==> config.mk <==
export PLATFORM = sky130hd
export DESIGN_NAME = matmul_seq_ctrl_flat
export DESIGN_NICKNAME = d
export VERILOG_FILES = /design/src/rtl/matmul_seq_ctrl_pkg.sv /design/src/rtl/matmul_seq_ctrl_if.sv /design/src/rtl/matmul_tx_serializer.sv /design/src/rtl/matmul_seq_ctrl.sv /design/src/flat_wrapper.sv
export SDC_FILE = /design/constraint.sdc
export NUM_CORES = 1
export LEC_CHECK = 0
export BUFFER_PORTS_ARGS = -buffer_cell sky130_fd_sc_hd__clkbuf_2
export CAP_MARGIN = 20
export CORE_MARGIN = 3
export CORE_UTILIZATION = 40
export CTS_CLUSTER_SIZE = 40
export DETAILED_ROUTE_END_ITERATION = 8
export HOLD_SLACK_MARGIN = 0.08
export PLACE_DENSITY = 0.64
export SETUP_SLACK_MARGIN = 0.4
export SLEW_MARGIN = 20
export SYNTH_ARGS = -nofsm -noshare
export SYNTH_HDL_FRONTEND = slang
export SYNTH_HIERARCHICAL = 1
export SYNTH_SLANG_ARGS = --single-unit
==> constraint.sdc <==
create_clock -name clk -period 6.4 [get_ports clk]
set_input_delay 1.28 -clock clk [delete_from_list [all_inputs] [get_ports clk]]
set_output_delay 1.28 -clock clk [all_outputs]
set_load 0.005 [all_outputs]
==> src/rtl/matmul_seq_ctrl_pkg.sv <==
// Shared types and constants for the matrix-multiply sequencer.
// Contents: FSM state enum, default SYNC byte, error codes reported to the host,
// and the operand/result address-width helper.
package matmul_pkg;

  typedef enum logic [2:0] {
    StIdle    = 3'd0,
    StSize    = 3'd1,
    StRecvA   = 3'd2,
    StRecvB   = 3'd3,
    StCompute = 3'd4,
    StRd      = 3'd5,
    StTx      = 3'd6,
    StErr     = 3'd7
  } state_e;

  localparam logic [7:0] SYNC_BYTE_DEF = 8'hA5;
  localparam logic [7:0] ERR_BAD_SIZE  = 8'hE1;
  localparam logic [7:0] ERR_TIMEOUT   = 8'hE2;

  // Address width for a max_n x max_n array; never narrower than one bit.
  function automatic int unsigned addr_width(input int unsigned max_n);
    return (max_n * max_n > 1) ? $clog2(max_n * max_n) : 1;
  endfunction

endpackage

==> src/rtl/matmul_seq_ctrl_if.sv <==
// Bus bundle between the sequencer and its surroundings (UART, operand/result memories,
// multiplier, debug status).
// master: sequencer side. slave: environment side.
interface matmul_seq_ctrl_if #(
  parameter int unsigned MAX_N     = 8,
  parameter int unsigned RES_BYTES = 2
);
  localparam int unsigned AW = matmul_pkg::addr_width(MAX_N);

  logic                   rx_valid;
  logic [7:0]             rx_data;
  logic                   tx_busy;
  logic                   tx_start;
  logic [7:0]             tx_data;
  logic                   mem_we_a;
  logic                   mem_we_b;
  logic [AW-1:0]          mem_waddr;
  logic [7:0]             mem_wdata;
  logic                   mult_start;
  logic                   mult_done;
  logic [3:0]             matrix_size;
  logic [AW-1:0]          res_raddr;
  logic [8*RES_BYTES-1:0] res_rdata;
  logic                   busy;
  logic                   error;
  logic [2:0]             state;

  modport master (
    input  rx_valid, rx_data, tx_busy, mult_done, res_rdata,
    output tx_start, tx_data, mem_we_a, mem_we_b, mem_waddr, mem_wdata, mult_start,
           matrix_size, res_raddr, busy, error, state
  );

  modport slave (
    output rx_valid, rx_data, tx_busy, mult_done, res_rdata,
    input  tx_start, tx_data, mem_we_a, mem_we_b, mem_waddr, mem_wdata, mult_start,
           matrix_size, res_raddr, busy, error, state
  );

endinterface

==> src/rtl/matmul_tx_serializer.sv <==
// Result serializer: loads one result word and emits its RES_BYTES bytes MSB first
// through the UART transmitter handshake.
// Ports: clk/rst, load_i + word_i (start a word), tx_busy_i (transmitter busy),
// tx_start_o/tx_data_o (one-cycle request, data held with it), done_o (high in the
// cycle the last byte's tx_start is out).
module matmul_tx_serializer #(
  parameter int unsigned RES_BYTES = 2
) (
  input  logic                   clk,
  input  logic                   rst,
  input  logic                   load_i,
  input  logic [8*RES_BYTES-1:0] word_i,
  input  logic                   tx_busy_i,
  output logic                   tx_start_o,
  output logic [7:0]             tx_data_o,
  output logic                   done_o
);
  localparam int unsigned WW = 8 * RES_BYTES;
  localparam int unsigned IW = (RES_BYTES > 1) ? $clog2(RES_BYTES) : 1;

  logic [WW-1:0] shreg_q, shreg_d;
  logic [IW-1:0] idx_q, idx_d;
  logic          active_q, active_d;
  logic          start_q, start_d;
  logic [7:0]    data_q, data_d;
  logic          done_q, done_d;
  logic          issue, last;

  // start_q blocks back-to-back requests: tx_busy only rises a cycle after tx_start.
  assign issue = active_q && !tx_busy_i && !start_q;
  assign last  = (idx_q == IW'(RES_BYTES - 1));

  always_comb begin
    shreg_d  = shreg_q;
    idx_d    = idx_q;
    active_d = active_q;
    start_d  = 1'b0;
    data_d   = data_q;
    done_d   = 1'b0;
    if (load_i) begin
      shreg_d  = word_i;
      idx_d    = '0;
      active_d = 1'b1;
    end else if (issue) begin
      start_d = 1'b1;
      data_d  = shreg_q[WW-1 -: 8];
      shreg_d = shreg_q << 8;
      if (last) begin
        idx_d    = '0;
        active_d = 1'b0;
        done_d   = 1'b1;
      end else begin
        idx_d = idx_q + IW'(1);
      end
    end
  end

  always_ff @(posedge clk) begin
    if (rst) begin
      shreg_q  <= '0;
      idx_q    <= '0;
      active_q <= 1'b0;
      start_q  <= 1'b0;
      data_q   <= '0;
      done_q   <= 1'b0;
    end else begin
      shreg_q  <= shreg_d;
      idx_q    <= idx_d;
      active_q <= active_d;
      start_q  <= start_d;
      data_q   <= data_d;
      done_q   <= done_d;
    end
  end

  assign tx_start_o = start_q;
  assign tx_data_o  = data_q;
  assign done_o     = done_q;

endmodule

==> src/rtl/matmul_seq_ctrl.sv <==
// Session sequencer for the UART matrix-multiply datapath.
// Frames SYNC, size N, N*N bytes of A, N*N bytes of B, multiplier run, then streams
// N*N results of RES_BYTES bytes each. Bad sizes and inter-byte timeouts send an
// error code and set a sticky error flag.
// Ports: clk, rst (sync, active high), bus (master side of matmul_seq_ctrl_if:
// UART rx/tx, operand write ports, multiplier start/done, result read port, status).
module matmul_seq_ctrl
  import matmul_pkg::*;
#(
  parameter int unsigned MAX_N     = 8,
  parameter int unsigned RES_BYTES = 2,
  parameter logic [7:0]  SYNC_BYTE = SYNC_BYTE_DEF,
  parameter int unsigned TIMEOUT   = 1_000_000
) (
  input logic               clk,
  input logic               rst,
  matmul_seq_ctrl_if.master bus
);
  localparam int unsigned AW     = addr_width(MAX_N);
  localparam int unsigned TW     = $clog2(TIMEOUT) + 1;
  localparam logic [7:0]  MaxN8  = 8'(MAX_N);

  state_e        state_q, state_d;
  logic [3:0]    row_q, row_d, col_q, col_d, size_q, size_d;
  logic [7:0]    err_code_q, err_code_d;
  logic          error_q, error_d;
  logic          mult_start_q, mult_start_d;
  logic          err_start_q, err_start_d;
  logic          rd_wait_q, rd_wait_d;
  logic [TW-1:0] tmo_q, tmo_d;

  logic          ser_load, ser_start, ser_done;
  logic [7:0]    ser_data;
  logic          tx_start_w;
  logic          last_col, last_row, elem_last, counting, timed_out;
  logic [3:0]    col_nx, row_nx;

  // Raster walk over the N x N element grid, shared by operand receive and result send.
  assign last_col  = (col_q == size_q - 4'd1);
  assign last_row  = (row_q == size_q - 4'd1);
  assign elem_last = last_col && last_row;
  assign col_nx    = last_col ? 4'd0 : col_q + 4'd1;
  assign row_nx    = last_col ? (last_row ? 4'd0 : row_q + 4'd1) : row_q;

  assign counting  = (state_q == StSize) || (state_q == StRecvA) || (state_q == StRecvB);
  // A byte arriving in the final cycle still counts.
  assign timed_out = counting && !bus.rx_valid && (tmo_q == TW'(TIMEOUT - 1));

  always_comb begin
    state_d      = state_q;
    row_d        = row_q;
    col_d        = col_q;
    size_d       = size_q;
    err_code_d   = err_code_q;
    error_d      = error_q;
    mult_start_d = 1'b0;
    err_start_d  = 1'b0;
    rd_wait_d    = 1'b0;
    ser_load     = 1'b0;

    unique case (state_q)
      StIdle: begin
        if (bus.rx_valid && bus.rx_data == SYNC_BYTE) begin
          error_d = 1'b0;
          state_d = StSize;
        end
      end
      StSize: begin
        if (bus.rx_valid) begin
          if (bus.rx_data != 8'd0 && bus.rx_data <= MaxN8) begin
            size_d  = bus.rx_data[3:0];
            row_d   = '0;
            col_d   = '0;
            state_d = StRecvA;
          end else begin
            err_code_d = ERR_BAD_SIZE;
            state_d    = StErr;
          end
        end
      end
      StRecvA, StRecvB: begin
        if (bus.rx_valid) begin
          row_d = row_nx;
          col_d = col_nx;
          if (elem_last) begin
            if (state_q == StRecvA) begin
              state_d = StRecvB;
            end else begin
              state_d      = StCompute;
              mult_start_d = 1'b1;
            end
          end
        end
      end
      StCompute: begin
        // mult_start_q marks the first cycle; a stale done from a previous run is ignored.
        if (!mult_start_q && bus.mult_done) begin
          row_d   = '0;
          col_d   = '0;
          state_d = StRd;
        end
      end
      StRd: begin
        // First cycle presents the address, second sees the RAM output.
        if (rd_wait_q) begin
          ser_load = 1'b1;
          state_d  = StTx;
        end else begin
          rd_wait_d = 1'b1;
        end
      end
      StTx: begin
        if (ser_done) begin
          row_d   = row_nx;
          col_d   = col_nx;
          state_d = elem_last ? StIdle : StRd;
        end
      end
      StErr: begin
        if (!bus.tx_busy && !tx_start_w) begin
          err_start_d = 1'b1;
          state_d     = StIdle;
        end
      end
      default: state_d = StIdle;
    endcase

    if (timed_out) begin
      err_code_d = ERR_TIMEOUT;
      state_d    = StErr;
    end
    if (state_d == StErr) begin
      error_d = 1'b1;
    end

    if (!counting || bus.rx_valid || state_d != state_q) begin
      tmo_d = '0;
    end else begin
      tmo_d = tmo_q + TW'(1);
    end
  end

  always_ff @(posedge clk) begin
    if (rst) begin
      state_q      <= StIdle;
      row_q        <= '0;
      col_q        <= '0;
      size_q       <= '0;
      err_code_q   <= '0;
      error_q      <= 1'b0;
      mult_start_q <= 1'b0;
      err_start_q  <= 1'b0;
      rd_wait_q    <= 1'b0;
      tmo_q        <= '0;
    end else begin
      state_q      <= state_d;
      row_q        <= row_d;
      col_q        <= col_d;
      size_q       <= size_d;
      err_code_q   <= err_code_d;
      error_q      <= error_d;
      mult_start_q <= mult_start_d;
      err_start_q  <= err_start_d;
      rd_wait_q    <= rd_wait_d;
      tmo_q        <= tmo_d;
    end
  end

  matmul_tx_serializer #(
    .RES_BYTES (RES_BYTES)
  ) u_ser (
    .clk        (clk),
    .rst        (rst),
    .load_i     (ser_load),
    .word_i     (bus.res_rdata),
    .tx_busy_i  (bus.tx_busy),
    .tx_start_o (ser_start),
    .tx_data_o  (ser_data),
    .done_o     (ser_done)
  );

  // The error byte and result bytes never overlap in time.
  assign tx_start_w      = ser_start | err_start_q;
  assign bus.tx_start    = tx_start_w;
  assign bus.tx_data     = err_start_q ? err_code_q : ser_data;

  assign bus.mem_we_a    = bus.rx_valid && (state_q == StRecvA);
  assign bus.mem_we_b    = bus.rx_valid && (state_q == StRecvB);
  assign bus.mem_waddr   = AW'(row_q) * AW'(MAX_N) + AW'(col_q);
  assign bus.mem_wdata   = bus.rx_data;
  assign bus.res_raddr   = AW'(row_q) * AW'(MAX_N) + AW'(col_q);
  assign bus.mult_start  = mult_start_q;
  assign bus.matrix_size = size_q;
  assign bus.busy        = (state_q != StIdle);
  assign bus.error       = error_q;
  assign bus.state       = state_q;

endmodule
==> src/flat_wrapper.sv <==
// flat-port wrapper written by rule: the top's interface ports become plain ports
module matmul_seq_ctrl_flat import matmul_pkg::*;
#(
  parameter int unsigned MAX_N     = 8,
  parameter int unsigned RES_BYTES = 2,
  parameter logic [7:0]  SYNC_BYTE = SYNC_BYTE_DEF,
  parameter int unsigned TIMEOUT   = 1_000_000
)
  (clk, rst, bus_rx_valid, bus_rx_data, bus_tx_busy, bus_mult_done, bus_res_rdata, bus_tx_start, bus_tx_data, bus_mem_we_a, bus_mem_we_b, bus_mem_waddr, bus_mem_wdata, bus_mult_start, bus_matrix_size, bus_res_raddr, bus_busy, bus_error, bus_state);
  matmul_seq_ctrl_if #(.MAX_N(MAX_N), .RES_BYTES(RES_BYTES)) bus_i ();
  input logic clk;
  input logic rst;
  input wire logic [$bits(bus_i.rx_valid)-1:0] bus_rx_valid;
  input wire logic [$bits(bus_i.rx_data)-1:0] bus_rx_data;
  input wire logic [$bits(bus_i.tx_busy)-1:0] bus_tx_busy;
  input wire logic [$bits(bus_i.mult_done)-1:0] bus_mult_done;
  input wire logic [$bits(bus_i.res_rdata)-1:0] bus_res_rdata;
  output wire logic [$bits(bus_i.tx_start)-1:0] bus_tx_start;
  output wire logic [$bits(bus_i.tx_data)-1:0] bus_tx_data;
  output wire logic [$bits(bus_i.mem_we_a)-1:0] bus_mem_we_a;
  output wire logic [$bits(bus_i.mem_we_b)-1:0] bus_mem_we_b;
  output wire logic [$bits(bus_i.mem_waddr)-1:0] bus_mem_waddr;
  output wire logic [$bits(bus_i.mem_wdata)-1:0] bus_mem_wdata;
  output wire logic [$bits(bus_i.mult_start)-1:0] bus_mult_start;
  output wire logic [$bits(bus_i.matrix_size)-1:0] bus_matrix_size;
  output wire logic [$bits(bus_i.res_raddr)-1:0] bus_res_raddr;
  output wire logic [$bits(bus_i.busy)-1:0] bus_busy;
  output wire logic [$bits(bus_i.error)-1:0] bus_error;
  output wire logic [$bits(bus_i.state)-1:0] bus_state;
  assign bus_i.rx_valid = bus_rx_valid;
  assign bus_i.rx_data = bus_rx_data;
  assign bus_i.tx_busy = bus_tx_busy;
  assign bus_i.mult_done = bus_mult_done;
  assign bus_i.res_rdata = bus_res_rdata;
  assign bus_tx_start = bus_i.tx_start;
  assign bus_tx_data = bus_i.tx_data;
  assign bus_mem_we_a = bus_i.mem_we_a;
  assign bus_mem_we_b = bus_i.mem_we_b;
  assign bus_mem_waddr = bus_i.mem_waddr;
  assign bus_mem_wdata = bus_i.mem_wdata;
  assign bus_mult_start = bus_i.mult_start;
  assign bus_matrix_size = bus_i.matrix_size;
  assign bus_res_raddr = bus_i.res_raddr;
  assign bus_busy = bus_i.busy;
  assign bus_error = bus_i.error;
  assign bus_state = bus_i.state;
  matmul_seq_ctrl #(.MAX_N(MAX_N), .RES_BYTES(RES_BYTES), .SYNC_BYTE(SYNC_BYTE), .TIMEOUT(TIMEOUT)) u_core (.clk(clk), .rst(rst), .bus(bus_i));
endmodule
Word-level counts from Yosys, hierarchy flattened
Index checks and enable logic that the tools add are counted.
- input port bits: 29
- logic and storage cells: 144
- register bits: 73
- output and inout bits: 41
- bitwise operators: 9
- equality and inequality tests: 19
- reduce and logical (&&, ||, !) cells: 46
- multiplexer cells: 46
- add/sub/neg operators: 6
- order comparisons: 1
- operators with widths (cell ; number):
    $mux 4 ; 10
    $mux 8 ; 5
    $mux 3 ; 12
    $mux 16 ; 2
    $pmux 4 s4 ; 2
    $add 21x1->21 const B ; 1
    $eq 21x20->1 const B ; 1
    $pmux 3 s7 ; 1
    $eq 3x3->1 const B ; 5
    $mux 1 ; 14
    $reduce_bool 2->1 ; 6
    $reduce_or 2->1 ; 6
    $logic_and 1x1->1 ; 11
    $reduce_and 3->1 ; 3
    $add 4x1->4 const B ; 2
    $eq 4x4->1 ; 2
    $eq 8x8->1 const B ; 1
    $le 8x4->1 const B ; 1
    $ne 2x2->1 const B ; 4
    $not 1->1 ; 8
    $reduce_bool 8->1 ; 1
    $add 6x4->6 ; 1
    $eq 3x2->1 const B ; 2
    $logic_not 1->1 ; 6
    14 further kinds ; 20

Logic depth before layout (Yosys ltp)
- depth after elaboration: 10
- mapped depth: 8
- gate-level depth less buffers: 7

By module
Netlist, hierarchy kept.
- modules (own cells, without submodules) (module ; area an instance (um^2) ; sequential area each (um^2) ; times used ; cells an instance):
    matmul_seq_ctrl ; 2608.8 ; 860.8 ; 1 ; 309
    matmul_tx_serializer ; 1144.8 ; 560.5 ; 1 ; 128

Least setup slack after synthesis
Ideal clock, no wire load.
- path type: input to register
- start: in bus_rx_data[4]
- end: reg u_core.state_q[2], in the netlist u_core/bus.state[2]
- setup slack: 3.385 ns
- arrival time: 2.895 ns
- path buffers: 0
- setup time: 0.120 ns
- required time: 6.280 ns
- cell stages on the path: 5
- cells stage by stage: or4_4 -> o31ai_4 -> o21ai_0 -> or3_4 -> o31a_1
- longest elaborated chain between the ends: 6
- elaborated cells between the ends (all ways): 10
- those cells by class: 1 x order compare; 1 x eq/ne; 5 x mux; 3 x reduce/logical
- RTL lines (what ; RTL line ; source):
    start: declaration ; flat_wrapper.sv:14 ; input wire logic [$bits(bus_i.rx_data)-1:0] bus_rx_data;
    $le 8x4->1 / $reduce_bool 8->1 (equally long branches) ; matmul_seq_ctrl.sv:70 ; if (bus.rx_data != 8'd0 && bus.rx_data <= MaxN8) begin
    $logic_and 1x1->1 ; matmul_seq_ctrl.sv:70 ;
    $mux 3 ; matmul_seq_ctrl.sv:70 ;
    $mux 3 ; matmul_seq_ctrl.sv:69 ; if (bus.rx_valid) begin
    $pmux 3 s7 * ; matmul_seq_ctrl.sv:61 ; unique case (state_q)
    $mux 3 * ; matmul_seq_ctrl.sv:128 ; if (timed_out) begin
    end signal: assignment ; matmul_seq_ctrl.sv:145 ; state_q <= StIdle;
    end signal: assignment ; matmul_seq_ctrl.sv:156 ; state_q <= state_d;
    end: declaration ; matmul_seq_ctrl.sv:23 ; state_e state_q, state_d;
Every way passes the cells marked *; elsewhere a longest branch is shown, timed or not.
A chain may end at the register's enable or synchronous reset.

Final worst setup path
- start: in bus_rx_valid
- end: out bus_mem_we_b
- longest elaborated chain between the ends: 1
- RTL lines (what ; RTL line ; source):
    start: declaration ; flat_wrapper.sv:13 ; input wire logic [$bits(bus_i.rx_valid)-1:0] bus_rx_valid;
    $logic_and 1x1->1 ; matmul_seq_ctrl.sv:188 ; assign bus.mem_we_b = bus.rx_valid && (state_q == StRecvB);
    end: declaration ; flat_wrapper.sv:21 ; output wire logic [$bits(bus_i.mem_we_b)-1:0] bus_mem_we_b;
Every way passes these cells.

==> metrics.sh <==
OUTCOME='complete, no violations'
SYNTH_ASYNC_SR_FLOP_SHARE=0
TIMING.REG2REG.SETUP_SLACK_NS=4.10
CTS-HTREE-LEVELS=3
FINAL.SETUP.TNS_NS=0
DP_CELLS=574
DIE_AREA_SQ_UM=10580
FMAXACHIEVABLE_GHz=0.2968
SYNTH.DISTINCT_CELLS=63
POST-ROUTE-PERIOD-UTIL=0.5265
SEQ_AREA_FRAC_SYNTH=0.3787
CRITICAL_PATH.SLOWEST_CELL='nor2_1'
RR_ENDPOINT='u_core/col_q[3]'
STATIC-LEAKAGE-POWER_nW=1.630
SYNTH.CELL_AREA_SQ_UM=3754
INITIAL_CELL_DENSITY_OF_THE_CORE=0.4202
SEQCELLAREA_SQ_UM=1421
CHIPHEIGHT_UM=102.9
YOSYS.AREA.TOP_TYPE='dfxtp_1'
FIN_WORST_SKEW_NS=0.01509
DRT-TOTAL-WL_UM=8338
NUMCTSBUFFERS=9
IO_PINS=70
TIMING.FINAL.CRIT_PERIOD_NS=3.369
DRV_CAP=0
SLEW_HEADROOM=0.3858
WORST_R2R_PATH_DEPTH=5
ENDPOINT_KIND='primary output'
WHS_PATH_DEPTH=2
POST_CTS_RESIZED=0
DRC=0
SYNTHESIS.NETS=472
DETAILEDROUTE.FIRSTPASSITERATIONCOUNT=4
YS.WARNINGS.COUNT=6
CRITPATHARRIVALTIME_NS=2.09
MIN_TO='u_core/u_ser/tx_data_o[2]'
HOLD_PATH_ORIGIN='u_core/u_ser/tx_data_o[2]'
DRTANTENNAVIOLNETS=0
POST_ROUTE_CELLS_DRIVE_ABOVE_1_SHARE=0.2199
CTS.ROOT.BUFFER_CELL='clkbuf_8'
CORE_OUTLINE_AREA_SQ_UM=8934
SYNTH_EDF_COUNT=0
CTS.HOLD.BUFFERS_ADDED=0
ROW_COUNT=34
TIGHTESTPINTRANSITION_NS=0.9129
NNETSFINAL=512
WORSTPATHREQUIRED_NS=5.12
DR_TOTAL_VIAS=3177
GRT_OVERFLOW_TOTAL=0
POST_PLACE_CELL_AREA_SQ_UM=3984
WORST_IR_DROP_VDD_uV=106.2
AREA.GROWTH.SYNTH_TO_FINAL_PCT=12.40
GRT_PASS1_VIAS=2857
CTS_TREE='done'
FINAL-INSTANCE-COUNT-EXCL-FILL=590
POWERDENSITY_nW_PER_UM2=208.5
FINAL.FILL_COUNT=893
YOSYS-TOP-CELLS-AREA='dfxtp_1, nand2_1, xor2_1'
FINAL-SETUP-VIOL-COUNT=0
MULTI_INPUT_AREA_SQ_UM=1998
FINAL_DESIGN_AREA_NO_FILL_SQ_UM=4219
DP.FINAL_HPWL_UM=5928
POST_SYNTH.CELL_AREA_AVG_SQ_UM=8.589
CLK_PATH_BUF_DEPTH=2
POST_SYNTH_MOST_FREQUENT_CELLS='dfxtp_1, nand2_1, a21oi_1, nor3_1, xor2_1'
SYNTH-SEQ-CELLS=71
GRT_FIRST_PASS_WIRELENGTH_UM=13810
ANTENNADIODECOUNT=0
TIMING.HOLD.WORST.CLASS='reg2reg'
ITERATION_0_DRC_MARKERS=116
SETUP.WORST_PATH.START='bus_rx_valid'
MAXSLEWVIOLCOUNT=0
YOSYSMOSTFREQUENTCELL='dfxtp_1'
AVGROUTEDWIREPERCELL_UM=14.13
PATH_CELLS='clkbuf_2 > nand2_1 > nor2_1 > nand2_1 > inv_1 > clkbuf_2'
KIND_OF_LAUNCH_POINT_OF_THE_WORST_SETUP_PATH='input pin'
CLK_TRANSITION_REPORTED_PATHS_NS=0.08
GLOBALROUTETOTALUTIL=0.1633
WORST-SETUP-PATH-TYPE='in2out'
PLACE_CONGESTION=0.8181
VIAS_PER_CELL=5.385
CLOCK_LATENCY_NS=0.35
NUMBER_OF_HOLD_VIOLATIONS_IN_THE_FINAL_REPORT=0
IO_BUFFERS=69
FIN_TOTAL_PWR_mW=0.8797
CRITICAL-PATH-MAX-STAGE-DELAY_NS=0.22
GRT_ANTENNA_BEFORE_REPAIR=0
COMMONEST_REGISTER_CELL_AFTER_SYNTHESIS='dfxtp_1'
CRITPATHMAXFANOUT=6
WIDTH_OF_THE_DIE_UM=102.9
REGTOREGSTARTPOINT='u_core/bus.state[1]'
CTS.SINK_COUNT=71
POST-CTS-SETUP-BUFFERS=0
SYNTHDOMINANTCELLAREASHARE=0.3787
GRT_START_MAX_NET_PINS=48
POSTSYNTHCELLCOUNT=437
HOLDWS_NS=0.4559
RSZ_0062_RAISED_AFTER_GLOBAL_ROUTING='false'
## cells in the final DEF, fill, tap and decap left out, types with 4 or more instances in the layout
cell type and n:
a31oi_1 4, dfxtp_1 71, nand3b_1 9, inv_1 20, nand4_1 9, nand3_1 20
a221oi_1 8, a21oi_1 35, nor3_1 29, xor2_1 21, and3_1 7, and2_1 4
nor2_1 13, xnor2_1 8, and4_1 4, o21ai_0 7, nand2_1 57, nor2b_1 7
clkbuf_8 10, clkbuf_2 69, ha_1 6
## metal layers
metal	global-route usage	up-vias	wire, um
met5	0	-	0
li1	-	1610	-
met3	0.03518	8	519
met4	0.05378	0	99
met2	0.2473	86	3786
met1	0.2320	1473	3933
## worst max-delay path: cells and delay by family
| family | cells | cell delay, ns |
|---|---|---|
| buffers and inverters | 3 | 0.37 |
| and+or+nand+nor | 3 | 0.44 |
## worst max-delay path by stage
stage	to	slack [ns]	depth (start not counted)
final	bus_mem_we_b	3.03	6
after global placement	bus_mem_we_b	3.07	6
after floorplan	u_core/bus.state[2]	3.39	5
after detailed placement	bus_mem_we_b	3.04	6
after CTS	bus_mem_we_b	3.04	6
after global routing	bus_mem_we_b	2.95	6
## layout make-up
type	count	share of cell area
clock buffer	10	0.03262
clock inverter	6	0.02165
inverter	20	0.01779
multi-input combinational	304	0.4736
sequential	71	0.3369
tap	108	0.03203
timing repair buffer	71	0.08541
## kinds of logic after synthesis
group / count (synthesis) / share of synthesized area
AND/OR/NAND/NOR: 191 / 0.2913
AO/OA/AOI/OAI: 71 / 0.1243
adder cells (fa/ha/maj): 6 / 0.02000
multiplexers: 5 / 0.01400
XOR/XNOR: 31 / 0.07967
buffers and inverters: 62 / 0.09200
flip-flops: 71 / 0.3787
## registers in the layout, indices dropped and copies added, names as in the netlist
signal,cells
u_core/row_q,4
u_core/bus.error,1
u_core/u_ser/tx_data_o,8
u_core/bus.mult_start,1
u_core/err_start_q,1
u_core/bus.state,3
u_core/err_code_q,3
u_core/u_ser/active_q,1
u_core/u_ser/shreg_q,16
u_core/u_ser/tx_start_o,1
u_core/u_ser/idx_q,1
u_core/col_q,4
u_core/tmo_q,21
u_core/u_ser/done_o,1
u_core/rd_wait_q,1
u_core/bus.matrix_size,4
## metrics by stage
stage	worst slack [ns]	utilization
global route	2.947	0.4723
detailed placement	3.043	0.4459
CTS	3.042	0.4716
global placement	3.073	0.4459
floorplan	3.385	-
finish	3.031	0.4723
## where the power goes
part,switching (mW),internal [mW],leakage [nW]
registers,0.000264,0.441,0.572
logic,0.0160,0.0111,0.942
clock network,0.179,0.232,0.117
total,0.195,0.685,1.63
No activity file was read; power rests on OpenSTA's default activity.
